## config.mk

```make
export PLATFORM = sky130hd
export DESIGN_NAME = modbus_tx
export DESIGN_NICKNAME = d
export VERILOG_FILES = /design/src/rtl/modbus_tx.sv
export SDC_FILE = /design/constraint.sdc
export NUM_CORES = 1
export LEC_CHECK = 0
export ABC_CLOCK_PERIOD_IN_PS = 2480
export BUFFER_PORTS_ARGS = -buffer_cell sky130_fd_sc_hd__buf_2
export CAP_MARGIN = 10
export CORE_ASPECT_RATIO = 2
export CORE_MARGIN = 2
export CORE_UTILIZATION = 56
export DETAILED_ROUTE_END_ITERATION = 7
export PLACE_DENSITY = 0.8
export SYNTH_ARGS = -nofsm -noshare
export SYNTH_HDL_FRONTEND = slang
export SYNTH_SLANG_ARGS = --single-unit
```

## constraint.sdc

```tcl
create_clock -name clk -period 2.48 [get_ports clk]
set_input_delay 0.124 -clock clk [delete_from_list [all_inputs] [get_ports clk]]
set_output_delay 0.124 -clock clk [all_outputs]
set_load 0.02 [all_outputs]
```

## src/rtl/modbus_tx.sv

```systemverilog
// Modbus RTU response framer: serialises normal and exception responses byte by
// byte toward a UART, fetching holding registers on demand and appending CRC-16/MODBUS.
module modbus_tx #(
    parameter logic [7:0] SLAVE_ADDR = 8'h02,
    parameter int         MAX_QTY    = 125
) (
    input  logic        clk,
    input  logic        rst,
    input  logic        resp_send,
    input  logic        ex_send,
    input  logic [7:0]  func_code,
    input  logic [7:0]  ex_code,
    input  logic [15:0] start_addr_r,
    input  logic [15:0] quantity_r,
    input  logic [15:0] start_addr_w,
    input  logic [15:0] quantity_w,
    output logic        hr_rd_req,
    output logic [15:0] hr_rd_addr,
    input  logic [15:0] hr_rd_data,
    output logic [7:0]  txd,
    output logic        txv,
    input  logic        tx_rdy,
    output logic        busy,
    output logic        done
);

    typedef enum logic [3:0] {
        IDLE, ADDR, FUNC, EXC, BCNT, FIELD, RD_REQ, RD_WAIT,
        DATA_HI, DATA_LO, CRC_LO, CRC_HI, DONE
    } state_t;

    typedef enum logic [1:0] {MODE_READ, MODE_W06, MODE_W10} mode_t;

    localparam logic [15:0] MAX_QTY_W = 16'(MAX_QTY);

    state_t      state, state_next;
    mode_t       mode;
    logic        is_exc;
    logic [7:0]  func_byte, exc_byte, bcnt_byte;
    logic [15:0] addr_w, qty_w, rd_cnt, word, crc;
    logic [1:0]  field_idx, field_last;
    logic [7:0]  cur_byte;
    logic        byte_state, accept, trigger;

    function automatic logic [15:0] crc_update(input logic [15:0] c, input logic [7:0] b);
        logic [15:0] r;
        r = c ^ {8'h00, b};
        for (int i = 0; i < 8; i++)
            r = r[0] ? ((r >> 1) ^ 16'hA001) : (r >> 1);
        return r;
    endfunction

    assign accept  = txv && tx_rdy;
    assign trigger = ex_send || resp_send;

    always_ff @(posedge clk) begin
        if (rst)
            state <= IDLE;
        else
            state <= state_next;
    end

    always_comb begin
        state_next = state;
        cur_byte   = 8'h00;
        byte_state = 1'b0;
        hr_rd_req  = 1'b0;
        busy       = (state != IDLE);
        done       = 1'b0;
        case (state)
            IDLE: if (trigger) state_next = ADDR;
            ADDR: begin
                byte_state = 1'b1;
                cur_byte   = SLAVE_ADDR;
                if (accept) state_next = FUNC;
            end
            FUNC: begin
                byte_state = 1'b1;
                cur_byte   = func_byte;
                if (accept) begin
                    if (is_exc)                 state_next = EXC;
                    else if (mode == MODE_READ) state_next = BCNT;
                    else                        state_next = FIELD;
                end
            end
            EXC: begin
                byte_state = 1'b1;
                cur_byte   = exc_byte;
                if (accept) state_next = CRC_LO;
            end
            BCNT: begin
                byte_state = 1'b1;
                cur_byte   = bcnt_byte;
                if (accept) state_next = RD_REQ;
            end
            FIELD: begin
                byte_state = 1'b1;
                case (field_idx)
                    2'd0:    cur_byte = addr_w[15:8];
                    2'd1:    cur_byte = addr_w[7:0];
                    2'd2:    cur_byte = qty_w[15:8];
                    default: cur_byte = qty_w[7:0];
                endcase
                // Function 06 echoes the address, then reads back the written word.
                if (accept && field_idx == field_last)
                    state_next = (mode == MODE_W06) ? RD_REQ : CRC_LO;
            end
            RD_REQ: begin
                hr_rd_req  = 1'b1;
                state_next = RD_WAIT;
            end
            RD_WAIT: state_next = DATA_HI;
            DATA_HI: begin
                byte_state = 1'b1;
                cur_byte   = word[15:8];
                if (accept) state_next = DATA_LO;
            end
            DATA_LO: begin
                byte_state = 1'b1;
                cur_byte   = word[7:0];
                if (accept) state_next = (rd_cnt == 16'd1) ? CRC_LO : RD_REQ;
            end
            CRC_LO: begin
                byte_state = 1'b1;
                cur_byte   = crc[7:0];
                if (accept) state_next = CRC_HI;
            end
            CRC_HI: begin
                byte_state = 1'b1;
                cur_byte   = crc[15:8];
                if (accept) state_next = DONE;
            end
            DONE: begin
                done       = 1'b1;
                state_next = IDLE;
            end
            default: state_next = IDLE;
        endcase
    end

    // Request decode happens once at trigger; everything later uses the latched copy.
    always_ff @(posedge clk) begin
        if (rst) begin
            txv        <= 1'b0;
            txd        <= 8'h00;
            crc        <= 16'hFFFF;
            hr_rd_addr <= 16'h0000;
            rd_cnt     <= 16'h0000;
            field_idx  <= 2'd0;
            field_last <= 2'd0;
            word       <= 16'h0000;
            func_byte  <= 8'h00;
            exc_byte   <= 8'h00;
            bcnt_byte  <= 8'h00;
            addr_w     <= 16'h0000;
            qty_w      <= 16'h0000;
            is_exc     <= 1'b0;
            mode       <= MODE_READ;
        end else begin
            if (state == IDLE && trigger) begin
                crc        <= 16'hFFFF;
                field_idx  <= 2'd0;
                field_last <= 2'd3;
                func_byte  <= func_code | 8'h80;
                exc_byte   <= ex_code;
                is_exc     <= 1'b1;
                mode       <= MODE_READ;
                bcnt_byte  <= {quantity_r[6:0], 1'b0};
                addr_w     <= start_addr_w;
                qty_w      <= quantity_w;
                rd_cnt     <= 16'h0000;
                hr_rd_addr <= start_addr_r;
                if (!ex_send) begin
                    case (func_code)
                        8'h03, 8'h17: begin
                            if (quantity_r == 16'h0000 || quantity_r > MAX_QTY_W) begin
                                exc_byte <= 8'h03;
                            end else begin
                                is_exc    <= 1'b0;
                                func_byte <= func_code;
                                rd_cnt    <= quantity_r;
                            end
                        end
                        8'h06: begin
                            is_exc     <= 1'b0;
                            func_byte  <= func_code;
                            mode       <= MODE_W06;
                            rd_cnt     <= 16'd1;
                            hr_rd_addr <= start_addr_w;
                            field_last <= 2'd1;
                        end
                        8'h10: begin
                            is_exc    <= 1'b0;
                            func_byte <= func_code;
                            mode      <= MODE_W10;
                        end
                        default: exc_byte <= 8'h01;
                    endcase
                end
            end

            if (state == RD_WAIT)
                word <= hr_rd_data;

            if (byte_state) begin
                if (accept) begin
                    txv <= 1'b0;
                    if (state != CRC_LO && state != CRC_HI)
                        crc <= crc_update(crc, txd);
                    if (state == FIELD)
                        field_idx <= field_idx + 2'd1;
                    if (state == DATA_LO) begin
                        hr_rd_addr <= hr_rd_addr + 16'd1;
                        rd_cnt     <= rd_cnt - 16'd1;
                    end
                end else if (!txv) begin
                    txv <= 1'b1;
                    txd <= cur_byte;
                end
            end
        end
    end

endmodule

```

[Word-level counts from Yosys, hierarchy flattened]
Cells that the tools add are included.
Word-level totals
  register bits after elaboration: 139
  output and inout port bits: 28
  word-level logic and storage cells: 143
Cells by class
  $add $sub $neg: 3
  magnitude comparators: 1
  equal/unequal tests: 33
  muxes and demuxes: 63
  bitwise logic cells: 11
  reductions and logical operators: 16
Operators by type and width (number)
  $mux W16: 24
  $pmux W8 S9: 1
  $mux W4: 12
  $pmux W4 S12: 1
  $mux W8: 4
  $pmux W16 S2: 1
  $pmux W8 S2: 2
  $not A2 Y3: 8
  $pmux W8 S3: 1
  $eq A4 B4 Y1 const B: 5
  $ne A2 B2 Y1 const B: 10
  $add A16 B1 Y16 const B: 1
  $eq A16 B1 Y1 const B: 1
  $eq A4 B3 Y1 const B: 4
  $eq A8 B5 Y1 const B: 2
  $gt A16 B7 Y1 const B: 1
  $logic_not A16 Y1: 1
  $sub A16 B1 Y16 const B: 1
  $xor A16 B8 Y16: 1
  $mux W2: 7
  $reduce_and A10 Y1: 1
  $reduce_or A9 Y1: 1
  $eq A4 B2 Y1 const B: 2
  $eq A8 B2 Y1 const B: 1
  other kinds (19): 34

[Longest topological paths before layout]
Gate-level depths: netlist (run 1).
  word-level depth: 20
  gate-level depth with buffers: 9
  depth with buffers taken out: 7

[Worst setup path after synthesis (run 1)]
No wires, ideal clock.
  path kind: input port to flip-flop
  start: input port func_code[3]
  end: register hr_rd_addr[3]
  library setup time: 0.128 ns
  arrival: 2.043 ns
  required time: 2.352 ns
  path slack: 0.309 ns
  stages: 7
  cells stage by stage: or4_1 -> buf_2 -> or4_4 -> buf_6 -> mux2_4 -> a222oi_1 -> nor2_1
On the way
  longest elaborated chain between the ends: 7
Ends and longest elaborated chain
  from (decl): RTL line 11  | input logic [7:0] func_code,
  $eq A8 B3 Y1 (*): RTL line 174  | case (func_code)
  $mux W16 (*): RTL line 174
  $mux W16 (*): RTL line 173  | if (!ex_send) begin
  $mux W16 (*): RTL line 160  | if (state == IDLE && trigger) begin
  $mux W16: RTL line 212  | if (state == DATA_LO) begin
  $mux W16: RTL line 206  | if (accept) begin
  $mux W16 (*): RTL line 205  | if (byte_state) begin
  to (signal assigned): RTL line 172  | hr_rd_addr <= start_addr_r;
  to (signal assigned): RTL line 189  | hr_rd_addr <= start_addr_w;
  to (signal assigned): RTL line 213  | hr_rd_addr <= hr_rd_addr + 16'd1;
  to (decl): RTL line 18  | output logic [15:0] hr_rd_addr,
Mark *: on every way between the ends. The rest lies on a longest branch, timed or not.
A chain may end at the register's enable or synchronous reset.

[Final worst setup path (run 1)]
  start: input port func_code[3]
  end: register hr_rd_addr[0]
The elaborated chain is that of the path after synthesis.

==> impl_metrics.csv, run 1 <==
group,metric,value,unit
outcome,outcome,"finished clean",
clocking,htreeDepth,4,
floorplan,start_util,0.566,
yosys,synthSimpleGateAreaFrac,0.243,
placed_design,place.gp.congestion,0.945,
detailed_routing,first_pass_iters,5,
yosys,synthAdderAreaFrac,0.0124,
timing,rsz0062_at_grt,"no",
detailed_routing,via_count,7601,
floorplan,dieArea,0.0136,sq mm
yosys,synth-edff-count,0,
timing,finalMaxSlewViolations,0,
yosys,yosysWarnings,0,
global_route,grt-ovfl-total,0,
clocking,clkTransAtPathRegs,60,ps
floorplan,rows,58,
power_and_ir_drop,vdd_ir_drop_max,0.720,mV
setup_path,cpPeakStageDelay,590,ps
cells_and_area,final_cell_mix,"182 x nand2_1, 139 x dfxtp_1, 127 x buf_2",
power_and_ir_drop,switching_share,0.394,
timing,worstMarginPinSlew,871,ps
yosys,synthCells,915,
placed_design,hpwlAfterDp,15700,um
setup_path,cp.arrival,2740,ps
timing,setup-tns-final,0,ps
timing,finalHoldViolations,0,
global_route,busiest_layer,"met2",
yosys,async_flop_share,0,
global_route,gr-usage-met1,0.338,
placed_design,place_area,0.00795,sq mm
clocking,clockBufferDepth,2,
setup_path,path_buf_inv,3,
detailed_routing,wl_per_cell,18.3,um
hold_path,whs_path_depth,3,
clocking,cts.sinks,139,
floorplan,die_w,83.4,um
timing,max_freq,0.412,GHz
clocking,cts_tree,"built",
yosys,syn_area,0.00707,sq mm
setup_path,crit_cells,8,
cells_and_area,layout_commonest_cell,"nand2_1",
yosys,synth_flop_cell,"dfxtp_1",
yosys,synth_seq_cells,139,
timing,relSlewSlack,0.417,
yosys,ys_seq_area_frac,0.394,
setup_path,crit_slowest_cell,"or4_1",
power_and_ir_drop,power_frac_comb,0.397,
cells_and_area,layout.nets,1203,
clocking,cts_buffers,17,
placed_design,numPortBuffers,128,
cells_and_area,area_growth,29.2,%
yosys,synth-compound-area-share,0.215,
setup_path,critical_path_class,"primary input to register",
detailed_routing,detail_route.wirelength,23000,um
detailed_routing,drc,0,
yosys,syn-num-nets,1023,
yosys,yosys.cell_types.count,60,
setup_path,worstPathCellList,"dlygate4sd3_1, buf_2, or4_1, or4_4, buf_4, mux2_2, a221oi_1, nor2_1",
cells_and_area,fin_area,0.00913,sq mm
setup_path,worstSetupEndpointType,"register",
global_route,grt_max_degree,53,
power_and_ir_drop,p_sw,0.00353,W
detailed_routing,first_iter_violations,470,
floorplan,core_area,0.0125,sq mm
yosys,avgSynthCellArea,7.72,sq um
clocking,cts-resized-gates,0,
yosys,synth_xor_area_frac,0.0404,
detailed_routing,vias_per_cell,6.05,
floorplan,fp.dieH,163,um
clocking,clkLatencyLatePin,420,ps
timing,fin_worst_skew,10.1,ps
global_route,first_global_vias,7224,
power_and_ir_drop,intPower,0.00543,W
setup_path,path_max_fanout,11,
power_and_ir_drop,powerDensity,981,mW/mm^2
power_and_ir_drop,clkPwrFrac,0.265,
global_route,antenna_found_initial,0,
timing,layout_min_cycle_time,2430,ps
clocking,cts-root-buf,"clkbuf_16",
power_and_ir_drop,power_frac_seq,0.339,
global_route,use_met2,0.611,
setup_path,regToRegSetupSlack,290,ps
global_route,grt_pass1_wl,36100,um
timing,final.period_utilization,0.980,
setup_path,required,2790,ps
yosys,synth_top_family_by_area,"simple AND/OR/NAND/NOR gates",
setup_path,crit_path_start_kind,"primary input",
cells_and_area,diodes,0,
timing,setup_viol_count_final,0,
yosys,synth_mux_area_frac,0.0499,
power_and_ir_drop,leakagePower,3.72,nW
hold_path,hold_path.class,"primary input to register",
cells_and_area,drive_gt1_frac,0.204,
run,maxCapViolCount,0,
setup_path,reg2reg_depth,7,
floorplan,ios,129,
global_route,gr-usage-met3,0.0537,
detailed_routing,ant_nets,0,
global_route,grt_util_all_layers,0.332,
setup_path,crit_family,"simple AND/OR/NAND/NOR gates",
[through the flow]
step                hold slack (ps)   util  worst slack (ps)  std cells  power, W
floorplan                       260      -               309        915   0.00530
global placement                370  0.637               170       1161   0.00638
detailed placement              372  0.637               153       1161   0.00644
CTS                            5.13  0.729              52.7       1253   0.00886
global route                   13.4  0.732             0.194       1257   0.00940
finish                         14.6  0.732              50.2       1257   0.00896
[cells in the mapped netlist (10+ instances only)]
| library cell | number | area (sq um) |
|---|---|---|
| nand3_1 | 16 | 80.1 |
| dfxtp_1 | 139 | 2780 |
| a221oi_1 | 10 | 87.6 |
| a211oi_1 | 21 | 158 |
| xor2_1 | 11 | 96.3 |
| nand2_1 | 183 | 687 |
| xnor2_1 | 19 | 166 |
| clkbuf_1 | 57 | 214 |
| nor2_1 | 85 | 319 |
| nor4_1 | 12 | 75.1 |
| o21ai_0 | 31 | 155 |
| a21oi_1 | 105 | 526 |
| inv_1 | 12 | 45.0 |
| o21bai_1 | 10 | 75.1 |
| mux2_2 | 14 | 158 |
| a222oi_1 | 10 | 100 |
| nor3_1 | 32 | 160 |
| a311oi_1 | 10 | 87.6 |
| mux2i_1 | 18 | 180 |
[path summary, 6_finish.rpt]
check / to / startpoint
setup reg to reg: txd[3] / state[3]
setup / recovery: hr_rd_addr[0] / func_code[3]
hold / removal: bcnt_byte[2] / quantity_r[1]
hold reg to reg: exc_byte[5] / exc_byte[5]
[repair_timing]
action                                 in CTS  in global routing
setup endpoints to repair                   0                  3
hold buffers                               61                  0
setup buffers                               0                  4
endpoints found under the hold margin      61                  0
[sequential cells by signal, summed over array words and instances (netlist names), 16 cells and up]
signal,cells
addr_w,16
crc,16
hr_rd_addr,16
qty_w,16
rd_cnt,16
word,16
[tightest hold or removal path, cell delays in order]
cell and delay (ps):
buf_2 140, nand2_1 60, a21oi_1 60
[cell families (layout without fill, tap and decap cells)]
kind of cell             after synthesis  count (layout)
AO/OA/AOI/OAI                        240             240
buffers and inverters                 81             273
AND/OR/NAND/NOR                      384             384
XOR/XNOR                              31              31
flip-flops                           139             139
adder cells (fa/ha/maj)                7               7
multiplexers                          33              33
[power groups by stage]
stage | Combinational, W | Clock (W) | Sequential (W)
floorplan | 0.00221 | 0 | 0.00309
global placement | 0.00333 | 0 | 0.00305
detailed placement | 0.00337 | 0 | 0.00307
CTS | 0.00346 | 0.00238 | 0.00302
global route | 0.00386 | 0.00247 | 0.00308
finish | 0.00355 | 0.00237 | 0.00304
[layer usage]
metal / up-vias / share of wire
li1: 3605 / -
met1: 3537 / 0.35
met2: 354 / 0.53
met3: 105 / 0.049
met4: 0 / 0.069
met5: - / 0
[area by class of cell]
cell class | count | area (sq um)
flip-flops and latches | 139 | 2780
inverters | 12 | 45.0
clock buffers | 20 | 447
repair buffers | 230 | 1600
fillers | 990 | 3350
multi-input cells | 695 | 3970
well taps | 150 | 188
clock inverters | 11 | 97.6
(Power assumes the default switching activity.)
==> run 2, diff against run 1 <==
--- a/config.mk
+++ b/config.mk
@@ -13,6 +13,7 @@
 export CORE_UTILIZATION = 56
 export DETAILED_ROUTE_END_ITERATION = 7
 export PLACE_DENSITY = 0.8
+export RECOVER_POWER = 25
 export SYNTH_ARGS = -nofsm -noshare
 export SYNTH_HDL_FRONTEND = slang
 export SYNTH_SLANG_ARGS = --single-unit
==> impl_metrics.csv, run 2 (synthesized netlist as in run 1, its figures left out) <==
group,metric,value,unit
outcome,outcome,"finished clean",
power_and_ir_drop,intPower,0.00533,W
clocking,clkLatencyLatePin,420,ps
power_and_ir_drop,power_frac_seq,0.343,
clocking,clockBufferDepth,2,
power_and_ir_drop,clkPwrFrac,0.267,
placed_design,place_area,0.00795,sq mm
setup_path,regToRegSetupSlack,210,ps
power_and_ir_drop,vdd_ir_drop_max,0.720,mV
timing,worstMarginPinSlew,1040,ps
power_and_ir_drop,p_sw,0.00352,W
floorplan,rows,58,
hold_path,hold_path.class,"primary input to register",
timing,max_freq,0.412,GHz
timing,final.period_utilization,0.979,
setup_path,crit_family,"simple AND/OR/NAND/NOR gates",
cells_and_area,final_util,0.727,
global_route,grt_max_degree,53,
timing,hold_slack,14.6,ps
global_route,grt_pass1_wl,36100,um
timing,finalHoldViolations,0,
cells_and_area,area_growth,28.4,%
cells_and_area,layout_commonest_cell,"nand2_1",
setup_path,critical_path_class,"primary input to register",
timing,fin_worst_skew,11.1,ps
setup_path,startpoint,"func_code[3]",
detailed_routing,drc,0,
placed_design,hpwlAfterDp,15700,um
clocking,htreeDepth,4,
placed_design,numPortBuffers,128,
timing,setup-tns-final,0,ps
global_route,grt-ovfl-total,0,
setup_path,cp.arrival,2740,ps
setup_path,path_buf_inv,3,
global_route,first_global_vias,7224,
clocking,clkTransAtPathRegs,60,ps
global_route,antenna_found_initial,0,
cells_and_area,final_cell_mix,"183 x nand2_1, 139 x dfxtp_1, 105 x a21oi_1",
setup_path,path_max_fanout,11,
global_route,grt_util_all_layers,0.332,
floorplan,dieArea,0.0136,sq mm
detailed_routing,via_count,7594,
setup_path,r2r_end,"field_idx[1]",
cells_and_area,diodes,0,
clocking,cts.sinks,139,
timing,relSlewSlack,0.309,
clocking,cts-resized-gates,0,
clocking,cts_buffers,17,
clocking,cts_tree,"built",
power_and_ir_drop,switching_share,0.398,
detailed_routing,wl_per_cell,18.3,um
power_and_ir_drop,leakagePower,3.61,nW
power_and_ir_drop,power_frac_comb,0.389,
floorplan,ios,129,
detailed_routing,vias_per_cell,6.04,
setup_path,crit_path_start_kind,"primary input",
placed_design,place.gp.congestion,0.945,
power_and_ir_drop,powerDensity,975,mW/mm^2
setup_path,required,2790,ps
detailed_routing,detail_route.wirelength,23000,um
cells_and_area,drive_gt1_frac,0.178,
clocking,cts-root-buf,"clkbuf_16",
setup_path,worstSetupEndpointType,"register",
setup_path,r2r-start,"state[3]",
setup_path,worstPathCellList,"dlygate4sd3_1, buf_2, or4_1, or4_4, buf_4, mux2_2, a221oi_1, nor2_1",
timing,finalMaxSlewViolations,0,
cells_and_area,layout.nets,1203,
timing,setup_slack,52.2,ps
floorplan,fp.dieH,163,um
setup_path,reg2reg_depth,7,
setup_path,endpoint,"hr_rd_addr[0]",
floorplan,core_area,0.0125,sq mm
timing,layout_min_cycle_time,2430,ps
setup_path,crit_cells,8,
detailed_routing,first_pass_iters,6,
floorplan,start_util,0.566,
hold_path,whs_path_depth,3,
placed_design,dp_worst_setup_slack,153,ps
timing,rsz0062_at_grt,"no",
detailed_routing,first_iter_violations,511,
run,maxCapViolCount,0,
setup_path,crit_slowest_cell,"or4_1",
detailed_routing,ant_nets,0,
floorplan,die_w,83.4,um
timing,setup_viol_count_final,0,
cells_and_area,fin_area,0.00907,sq mm
setup_path,cpPeakStageDelay,590,ps
==> run 2: cell count changes in the layout (fill, tap and decap cells not counted) <==
| cell | change |
|---|---|
| buf_12 | -1 |
| buf_2 | -26 |
| buf_4 | -3 |
| clkbuf_1 | +28 |
| clkbuf_2 | +2 |
| nand2_1 | +1 |
| nand2_2 | -1 |
==> run 2: final cells by class <==
cell class                 instances  area (sq um)
timing repair buffer             230          1540
fill                            1017          3410
multi-input combinational        695          3970
tap                              150           188
inverter                          12          45.0
clock buffer                      20           447
clock inverter                    11          97.6
sequential                       139          2780
==> run 2: worst min path at each step <==
stage / from / end
after floorplan: hr_rd_data[0] / word[0]
after global placement: hr_rd_data[14] / word[14]
after detailed placement: hr_rd_data[8] / word[8]
after CTS: ex_code[0] / exc_byte[0]
after global routing: quantity_r[1] / bcnt_byte[2]
final: quantity_r[1] / bcnt_byte[2]
==> run 2: repair_timing <==
item                                    4_1_cts  5_1_grt
hold buffers                                 61        0
setup buffers                                 0        4
endpoints found under the setup margin        0        3
endpoints found under the hold margin        61        0
==> run 2: stage by stage <==
step | std cells | power (W)
detailed placement | 1161 | 0.00644
floorplan | 915 | 0.00530
finish | 1257 | 0.00885
global route | 1257 | 0.00930
CTS | 1253 | 0.00886
global placement | 1161 | 0.00638
==> run 2: metal layers <==
layer	track usage	part of all wire	wire length [um]	up-vias
met5	0	0	0	-
met4	0.229	0.070	1620	0
met3	0.0537	0.054	1250	105
met2	0.611	0.53	12100	361
met1	0.338	0.35	7990	3532
li1	-	-	-	3596
==> run 2: worst reg2reg max path: stages (launching register included) <==
cell	delay, ps
dfxtp_1	390
nor4_1	190
clkbuf_1	160
and2_2	210
clkbuf_1	780
nor2_1	160
a22oi_1	200
nor2_1	60
==> run 2: power by group through the flow <==
stage	registers, W	logic [W]	clock network, W
6_report	0.00304	0.00344	0.00237
5_1_grt	0.00308	0.00375	0.00247
4_1_cts	0.00302	0.00346	0.00238
3_5_place_dp	0.00307	0.00337	0
3_3_place_gp	0.00305	0.00333	0
2_1_floorplan	0.00309	0.00221	0
==> run 3, diff against run 2 <==
--- a/config.mk
+++ b/config.mk
@@ -9,7 +9,6 @@
 export BUFFER_PORTS_ARGS = -buffer_cell sky130_fd_sc_hd__buf_2
 export CAP_MARGIN = 10
 export CORE_ASPECT_RATIO = 2
-export CORE_MARGIN = 2
 export CORE_UTILIZATION = 56
 export DETAILED_ROUTE_END_ITERATION = 7
 export PLACE_DENSITY = 0.8
==> impl_metrics.csv, run 3 (synthesized netlist as in run 1, its figures left out) <==
group,metric,value,unit
outcome,outcome,"finished, violations left",
outcome,violations,"design-rule violations",
clocking,clockBufferDepth,2,
detailed_routing,detail_route.wirelength,22400,um
floorplan,core_area,0.0122,sq mm
run,maxCapViolCount,0,
global_route,antenna_found_initial,0,
timing,layout_min_cycle_time,2370,ps
setup_path,crit_slowest_cell,"or4_1",
setup_path,crit_path_start_kind,"primary input",
setup_path,worstPathCellList,"dlygate4sd3_1, buf_2, or4_1, or4_4, buf_4, mux2i_1, nor2_1, nor3_1, nor2_1",
global_route,first_global_vias,7253,
cells_and_area,layout.nets,1198,
hold_path,min_from,"quantity_r[1]",
placed_design,hpwlAfterDp,15400,um
timing,setup_viol_count_final,0,
timing,rsz0062_at_grt,"no",
detailed_routing,wl_per_cell,17.9,um
placed_design,place.gp.congestion,0.936,
setup_path,regToRegSetupSlack,220,ps
floorplan,fp.dieH,161,um
detailed_routing,first_iter_violations,526,
global_route,grt_max_degree,56,
timing,fin_worst_skew,6.63,ps
detailed_routing,ant_nets,0,
cells_and_area,final_cell_mix,"182 x nand2_1, 139 x dfxtp_1, 105 x a21oi_1",
clocking,cts-root-buf,"clkbuf_16",
clocking,clkLatencyLatePin,430,ps
cells_and_area,fill_cells,949,
floorplan,die_w,81.4,um
timing,finalHoldViolations,0,
placed_design,numPortBuffers,128,
timing,relSlewSlack,0.473,
setup_path,startpoint,"func_code[3]",
clocking,cts.sinks,139,
setup_path,required,2800,ps
setup_path,r2r-start,"state[0]",
timing,hold_slack,11.8,ps
clocking,cts_tree,"built",
power_and_ir_drop,vdd_ir_drop_max,0.792,mV
detailed_routing,first_pass_iters,8,
cells_and_area,layout_commonest_cell,"nand2_1",
setup_path,cpPeakStageDelay,570,ps
floorplan,start_util,0.580,
detailed_routing,vias_per_cell,6.08,
clocking,clkTransAtPathRegs,70,ps
power_and_ir_drop,powerDensity,994,mW/mm^2
setup_path,worstSetupEndpointType,"register",
clocking,cts_buffers,17,
timing,max_freq,0.422,GHz
cells_and_area,diodes,0,
setup_path,path_buf_inv,3,
power_and_ir_drop,leakagePower,3.63,nW
detailed_routing,drc,1,
hold_path,hold_path.class,"primary input to register",
timing,final.period_utilization,0.955,
setup_path,crit_family,"simple AND/OR/NAND/NOR gates",
floorplan,rows,57,
detailed_routing,via_count,7594,
cells_and_area,area_growth,28.8,%
timing,finalMaxSlewViolations,0,
setup_path,path_max_fanout,7,
clocking,post_cts_buffers,0,
timing,setup-tns-final,0,ps
cells_and_area,final_util,0.746,
floorplan,dieArea,0.0131,sq mm
setup_path,crit_top_cell,"nor2_1",
floorplan,ios,129,
global_route,grt_pass1_wl,35300,um
cells_and_area,drive_gt1_frac,0.180,
timing,worstMarginPinSlew,788,ps
global_route,grt_util_all_layers,0.354,
setup_path,cp.arrival,2690,ps
setup_path,critical_path_class,"primary input to register",
global_route,grt-ovfl-total,0,
clocking,htreeDepth,4,
run 3: final cells by class:
class / instances / area [sq um] / area share
clock buffer: 17 / 425 / 0.0467
clock inverter: 15 / 154 / 0.0169
inverter: 12 / 45.0 / 0.00495
multi-input combinational: 695 / 3980 / 0.437
sequential: 139 / 2780 / 0.306
tap: 147 / 184 / 0.0202
timing repair buffer: 225 / 1540 / 0.169
run 3: timing repair:
action,CTS,global route
hold buffers,60,0
resized for setup,0,1
endpoints found under the hold margin,60,0
endpoints found under the setup margin,0,2
run 3: worst reg2reg max path, stage by stage (launching register included):
cell and delay (ps):
dfxtp_1 450, buf_4 200, buf_4 170, nor2b_1 90, and3b_1 200, a311oi_1 260, a21oi_1 70, nor4_1 430
buf_4 200, a211oi_1 60
run 3: final timing paths:
check | to | cells past startpoint
hold / removal | bcnt_byte[2] | 3
setup / recovery | hr_rd_addr[6] | 9
setup reg to reg | txd[1] | 9
hold reg to reg | exc_byte[5] | 2
run 3: where the power goes:
group	switching, W	internal (W)
clock	0.00109	0.00142
combinational	0.00217	0.00134
sequential	0.000372	0.00267
total	0.00363	0.00542
run 3: metal layers:
layer / vias up / global-route usage / routed length, um
met2: 365 / 0.601 / 11500
met3: 110 / 0.0710 / 1240
met5: - / 0 / 0
met1: 3517 / 0.365 / 7880
li1: 3602 / - / -
met4: 0 / 0.276 / 1790
run 3: per-stage QoR:
step / instance area (sq um) / total power (W) / worst slack (ps) / std cells
after floorplan: 7070 / 0.00530 / 309 / 915
after global placement: 7960 / 0.00640 / 218 / 1158
after detailed placement: 7960 / 0.00646 / 173 / 1158
after CTS: 9140 / 0.00903 / 71.6 / 1250
after global routing: 9100 / 0.00951 / 25.2 / 1250
final: 9100 / 0.00905 / 111 / 1250
